<file path="src/rtl/seq_addsub_pkg.sv">
// rtl/seq_addsub_pkg.sv - shared op/state encodings and sizing helpers for seq_addsub
package seq_addsub_pkg;

    localparam logic [1:0] OP_ADD  = 2'b00;
    localparam logic [1:0] OP_ADDC = 2'b01;
    localparam logic [1:0] OP_SUB  = 2'b10;
    localparam logic [1:0] OP_SUBB = 2'b11;

    typedef enum logic [1:0] {
        S_IDLE = 2'b00,
        S_BUSY = 2'b01,
        S_DONE = 2'b10
    } state_t;

    // Guarded so an illegal CHUNK reaches the parameter check instead of dividing by zero.
    function automatic int calc_nchunk(input int width, input int chunk);
        return (chunk < 1) ? 1 : width / chunk;
    endfunction

    function automatic int calc_idx_w(input int nchunk);
        return (nchunk > 1) ? $clog2(nchunk) : 1;
    endfunction

endpackage

</file>
<file path="src/rtl/seq_addsub_chunk.sv">
// rtl/seq_addsub_chunk.sv - combinational CHUNK-bit adder slice with carry in/out
module addsub_chunk #(
    parameter int CHUNK = 4
) (
    input  logic [CHUNK-1:0] a,
    input  logic [CHUNK-1:0] b,
    input  logic             cin,
    output logic [CHUNK-1:0] s,
    output logic             cout
);

    logic [CHUNK:0] total;

    assign total = {1'b0, a} + {1'b0, b} + {{CHUNK{1'b0}}, cin};
    assign s     = total[CHUNK-1:0];
    assign cout  = total[CHUNK];

endmodule

</file>
<file path="src/rtl/seq_addsub.sv">
// rtl/seq_addsub.sv - multi-cycle chunked add/subtract unit with valid/ready handshakes
module seq_addsub
    import seq_addsub_pkg::*;
#(
    parameter int WIDTH = 16,
    parameter int CHUNK = 4
) (
    input  logic             clk,
    input  logic             rst,
    input  logic             in_valid,
    output logic             in_ready,
    input  logic [WIDTH-1:0] a,
    input  logic [WIDTH-1:0] b,
    input  logic [1:0]       op,
    input  logic             cin,
    output logic             out_valid,
    input  logic             out_ready,
    output logic [WIDTH-1:0] sum,
    output logic             cout,
    output logic             ovf,
    output logic             zero
);

    localparam int NCHUNK = calc_nchunk(WIDTH, CHUNK);
    localparam int IDX_W  = calc_idx_w(NCHUNK);
    localparam int MSB    = WIDTH - 1;
    localparam logic [IDX_W-1:0] LAST_IDX = IDX_W'(NCHUNK - 1);

    generate
        if (CHUNK < 1 || CHUNK > WIDTH || (WIDTH % CHUNK) != 0) begin : g_bad_params
            $error("seq_addsub: CHUNK must divide WIDTH and satisfy 1 <= CHUNK <= WIDTH");
        end
    endgenerate

    state_t           state, state_nxt;
    logic [WIDTH-1:0] a_r, b_r, sum_nxt;
    logic [IDX_W-1:0] idx;
    logic             carry, carry0;
    logic [CHUNK-1:0] a_k, b_k, s_k;
    logic             c_k;
    logic             accept, last;

    assign a_k    = a_r[idx*CHUNK +: CHUNK];
    assign b_k    = b_r[idx*CHUNK +: CHUNK];
    assign last   = (idx == LAST_IDX);
    assign accept = in_valid && (state == S_IDLE);

    addsub_chunk #(.CHUNK(CHUNK)) u_chunk (
        .a    (a_k),
        .b    (b_k),
        .cin  (carry),
        .s    (s_k),
        .cout (c_k)
    );

    // Full result with the current chunk merged in, so flags can register alongside it.
    always_comb begin
        sum_nxt = sum;
        sum_nxt[idx*CHUNK +: CHUNK] = s_k;
    end

    // Subtraction is a + ~b + carry0, where carry0=1 is "no borrow in".
    always_comb begin
        carry0 = 1'b0;
        case (op)
            OP_ADD:  carry0 = 1'b0;
            OP_ADDC: carry0 = cin;
            OP_SUB:  carry0 = 1'b1;
            OP_SUBB: carry0 = cin;
            default: carry0 = 1'b0;
        endcase
    end

    always_comb begin
        state_nxt = state;
        in_ready  = 1'b0;
        out_valid = 1'b0;
        case (state)
            S_IDLE: begin
                in_ready = 1'b1;
                if (in_valid) state_nxt = S_BUSY;
            end
            S_BUSY: begin
                if (last) state_nxt = S_DONE;
            end
            S_DONE: begin
                out_valid = 1'b1;
                if (out_ready) state_nxt = S_IDLE;
            end
            default: state_nxt = S_IDLE;
        endcase
    end

    always_ff @(posedge clk) begin
        if (!rst) begin
            state <= S_IDLE;
            a_r   <= '0;
            b_r   <= '0;
            carry <= 1'b0;
            idx   <= '0;
            sum   <= '0;
            cout  <= 1'b0;
            ovf   <= 1'b0;
            zero  <= 1'b0;
        end else begin
            state <= state_nxt;
            if (accept) begin
                a_r   <= a;
                b_r   <= op[1] ? ~b : b;
                carry <= carry0;
                idx   <= '0;
            end else if (state == S_BUSY) begin
                sum   <= sum_nxt;
                carry <= c_k;
                idx   <= last ? '0 : idx + 1'b1;
                if (last) begin
                    cout <= c_k;
                    ovf  <= (a_r[MSB] == b_r[MSB]) && (sum_nxt[MSB] != a_r[MSB]);
                    zero <= ~|sum_nxt;
                end
            end
        end
    end

endmodule

</file>
<file path="config.mk">
export PLATFORM = sky130hd
export DESIGN_NAME = seq_addsub
export DESIGN_NICKNAME = d
export VERILOG_FILES = /design/src/rtl/seq_addsub_pkg.sv /design/src/rtl/seq_addsub_chunk.sv /design/src/rtl/seq_addsub.sv
export SDC_FILE = /design/constraint.sdc
export NUM_CORES = 1
export LEC_CHECK = 0
export BUFFER_PORTS_ARGS = -buffer_cell sky130_fd_sc_hd__buf_2
export CORE_MARGIN = 10
export CORE_UTILIZATION = 41
export CTS_CLUSTER_DIAMETER = 80
export DETAILED_ROUTE_END_ITERATION = 10
export GPL_ROUTABILITY_DRIVEN = 0
export PLACE_DENSITY = 0.63
export RECOVER_POWER = 100
export SLEW_MARGIN = 20
export SYNTH_ARGS = -nofsm -noshare
export SYNTH_HDL_FRONTEND = slang
export SYNTH_SLANG_ARGS = --single-unit
</file>
<file path="constraint.sdc">
create_clock -name clk -period 4.07 [get_ports clk]
set_clock_uncertainty 0.1 [all_clocks]
set_input_delay 1.0175 -clock clk [delete_from_list [all_inputs] [get_ports clk]]
set_output_delay 1.0175 -clock clk [all_outputs]
set_load 0.01 [all_outputs]
</file>
==> key figures <==
Floorplanning
  – Effective utilization at floorplan: 0.428
  – Horiz. Die Dim: 105 um
  – Full die area: 11,000 um2
  – # IOs: 60
  – Row count: 30
  – Area of the core region: between 6000 and 7000 um2
  – Chip height: 105 um

Synth
  – Netlist area before placement: 2940 um2
  – Share of flip-flops with an asynchronous set or reset: 0
  – Yosys reg bits: 56
  – Portion of the post-synthesis area used by sequential elements: 0.381
  – Synthesized Nets: 370
  – XOR/XNOR share of the synthesized area: 0.0536
  – Cell variety after synth: 49
  – Fraction of synthesized cell area taken by the top area cell type: 0.381
  – Top flip-flop cell by instance count after synthesis: dfxtp_1
  – Cells taking the most area after synthesis: dfxtp_1 38%, nand2_1 8.9%, o211a_1 7.8%
  – Dominant combinational cell family by area after synthesis: compound AO/OA/AOI/OAI gates
  – Post-Synth Simple-Gate Area: 0.196
  – Mux share of post-synthesis cell area: 0.0680
  – Cells after synthesis: 320
  – Area fraction in compound gates after synthesis: 0.207
  – Adder-Cell Fraction of Synth Area: 0.0519
  – Mean cell area of the mapped netlist: between 9 and 10 um2
  – Count of synthesis-stage warnings from yosys: 0
  – Count of flip-flops with a built-in enable after synthesis: 0
  – Yosys top cell by area: dfxtp_1

Worst setup path
  – Required arrival time at the worst endpoint: 4.18 ns
  – Signal arrival time at the worst endpoint: roughly 3.6 ns
  – CP max-delay cell: dfxtp_1
  – Worst-path fanout max: 14
  – Class of the most critical setup path: reg2reg
  – Crit Reg-Reg Startpoint: idx[0]
  – CP cell instances: clkbuf_1 -> mux4_2 -> ha_1 -> xor2_1 -> o221ai_1 -> or4_1 -> o32ai_1
  – Setup crit end kind: flip-flop
  – Capture point of the worst reg-to-reg path: zero
  – Highest cell delay on the worst timing path: 0.59 ns
  – Top delay family on crit path: flip-flops
  – Reg2Reg Depth: 7
  – Worst reg2reg setup slack: 0.54 ns
  – Sort of element at the start of the critical path: flip-flop
  – Total buffers and inverters traversed by the critical path: 1

Placed design
  – Port Buffers: 59
  – Post-Place Setup Slack: 0.852 ns
  – HPWL after detailed placement: 5210 um

GRT
  – Largest net degree at the start of global routing: 56
  – Number of antenna violations at the first check in global routing: 0
  – Wire length of the first global-routing pass: 11,400 um
  – Remaining global-route overflow: 0
  – Vias in the first global route: 2,323
  – Global-route usage over all layers: 0.122

Clocking
  – Clock buffer count from CTS: 5
  – Clock tree from TritonCTS: yes
  – CTS HTree Levels: 2
  – Maximum number of buffers from clock root to sink: 2
  – Clk sink count: 56
  – Clock input transition at the sequential cells of the worst setup and hold paths: ~0.10 ns
  – Library cell used as clock root buffer: clkbuf_8
  – Setup fix buffers added after clock tree synthesis: 0
  – CTS resizes: 0
  – Hold bufs inserted after CTS: 0
  – Worst skew pair latency: ~0.31 ns

STA
  – Unrepaired setup endpoints after global routing: no
  – Endpoints failing hold: 0
  – Final critical path time including I/O delays and setup: around 3.5 ns
  – Sum of negative setup slack: 0 ns
  – Final setup margin: 0.538 ns
  – Transition at the pin with the smallest max-transition slack: 1.16 ns
  – Final Slew Violations: 0
  – Endpoints failing setup: 0
  – Slew headroom: 0.226
  – Highest clock rate: 283 MHz
  – Crit share post-route: 0.868

Final layout
  – Syn-to-layout area delta: 14.7%
  – Number of nets in the layout: 416
  – Proportion of layout cells with a drive suffix above 1: 0.158
  – Ant. Diodes: 0

Hold path
  – Endpoint, Worst Hold: a_r[13]
  – Startpoint of the lowest-slack hold path: a_r[13]
  – Hold Path Class: reg2reg
  – Cell depth of the worst min-delay path: 2

Route
  – DRC violation count after routing: 0
  – Total vias in the final route: 2,445
  – Via density per instance: 5.28
  – Detailed Routing Iterations Pass 1: 4
  – Final wirelength: 6990 um
  – Routed wire per std cell: 15.1 um
  – DRC violation total after the first TritonRoute iteration: 105
  – Antenna viol nets, final: 0

Status
  – Outcome: completed

Power
  – Reported leakage power: 1.50 nW
  – Worst-case vdd ir drop: 0.000170 V
  – Power density of the placed cells: 363 nW/um2

Job
  – Max-cap viol count: 0
-- cell usage in the layout (no fill, tap or decap), types with 2 or more instances in the layout --
cell type  netlist  layout
and2_0           0       2
fa_1             2       2
nor2b_1         20      20
clkbuf_1        18      23
nor2_1           8       8
a22oi_1          4       4
o22ai_1          2       2
nand2b_1         2       2
clkbuf_8         0       6
nand3_1          5       5
nand2_1         70      70
mux2i_1          2       2
nor3_1           2       2
inv_1            7       7
o211a_1         23      23
xnor2_1         17      17
a32oi_1          5       5
a21oi_1          4       4
dfxtp_1         56      56
buf_2            3      38
a21o_1           3       3
mux4_2           8       8
ha_1             9       9
buf_4            2       2
a41oi_1          2       2
a31oi_1          5       5
a21boi_0        13      16
-- per-layer routing --
| layer | vias up | routed length [um] | track usage |
|---|---|---|---|
| met5 | - | 0 | 0 |
| met1 | 1134 | 3330 | 0.162 |
| li1 | 1216 | - | - |
| met2 | 86 | 3140 | 0.185 |
| met3 | 9 | 415 | 0.0344 |
| met4 | 0 | 111 | 0.0451 |
-- flip-flops by register name (all words and copies together) (netlist names) --
signal / count
zero: 1
sum: 16
b_r: 16
idx: 2
a_r: 16
carry: 1
cout: 1
ovf: 1
state: 2
-- where the power goes --
part	total, mW	switching, mW	leakage [nW]	internal, mW
Clock	0.383	0.181	0.0614	0.201
Sequential	0.610	0.0266	0.459	0.583
Combinational	0.231	0.125	0.980	0.106
-- worst max path at each step --
stage                start   end  cells after the start
floorplan           idx[0]  zero                     10
global placement    idx[0]  zero                      8
detailed placement  idx[0]  zero                      8
CTS                 idx[0]  zero                      8
global route        idx[0]   ovf                      8
finish              idx[0]  zero                      7
-- metrics by stage --
step / util / area [um2] / instances / total power, mW / hold WS (ns)
after floorplan: - / 2940 / 320 / 0.787 / 0.332
after global placement: 0.479 / 3290 / 455 / 0.854 / 0.348
after detailed placement: 0.479 / 3290 / 455 / 0.858 / 0.347
after CTS: 0.496 / 3410 / 463 / 1.24 / 0.362
after global routing: 0.491 / 3370 / 463 / 1.28 / 0.392
final: 0.491 / 3370 / 463 / 1.22 / 0.370
-- cell type report --
type                    instances  area, um2
clock inverters                 2       38.8
repair buffers                 63        292
well taps                      96        120
flip-flops and latches         56       1120
fillers                       703       3490
inverters                       7       26.3
clock buffers                   6       82.6
multi-input cells             233       1690
-- logic make-up after synthesis --
kind of cell / Yosys count
and+or+nand+nor: 120
AOI/OAI and AO/OA: 74
DFF: 56
buffers and inverters: 31
xor gates and xnor gates: 18
adders and majority gates: 11
muxes: 10
-- worst reg2reg max path: stages, from the launching register on --
cell and delay, ns:
dfxtp_1 0.59, clkbuf_1 0.59, mux4_2 0.59, ha_1 0.34, xor2_1 0.30, o221ai_1 0.15, or4_1 0.52, o32ai_1 0.25
-- synth_stat cells (2+ instances only) --
| library cell | number |
|---|---|
| clkbuf_1 | 18 |
| o211a_1 | 23 |
| o22ai_1 | 2 |
| nand2_1 | 70 |
| xnor2_1 | 17 |
| a31oi_1 | 5 |
| inv_1 | 7 |
| dfxtp_1 | 56 |
| nand2b_1 | 2 |
| mux2i_1 | 2 |
| fa_1 | 2 |
| a21oi_1 | 4 |
| and2_1 | 2 |
| a21o_1 | 3 |
| nand3_1 | 5 |
| buf_2 | 3 |
| a22oi_1 | 4 |
| nor3_1 | 2 |
| a32oi_1 | 5 |
| a41oi_1 | 2 |
| a21boi_1 | 4 |
| nor2b_1 | 20 |
| buf_4 | 2 |
| nor2_1 | 8 |
| mux4_2 | 8 |
| a21boi_0 | 13 |
| ha_1 | 9 |
No activity file was read; power rests on OpenSTA's default activity.
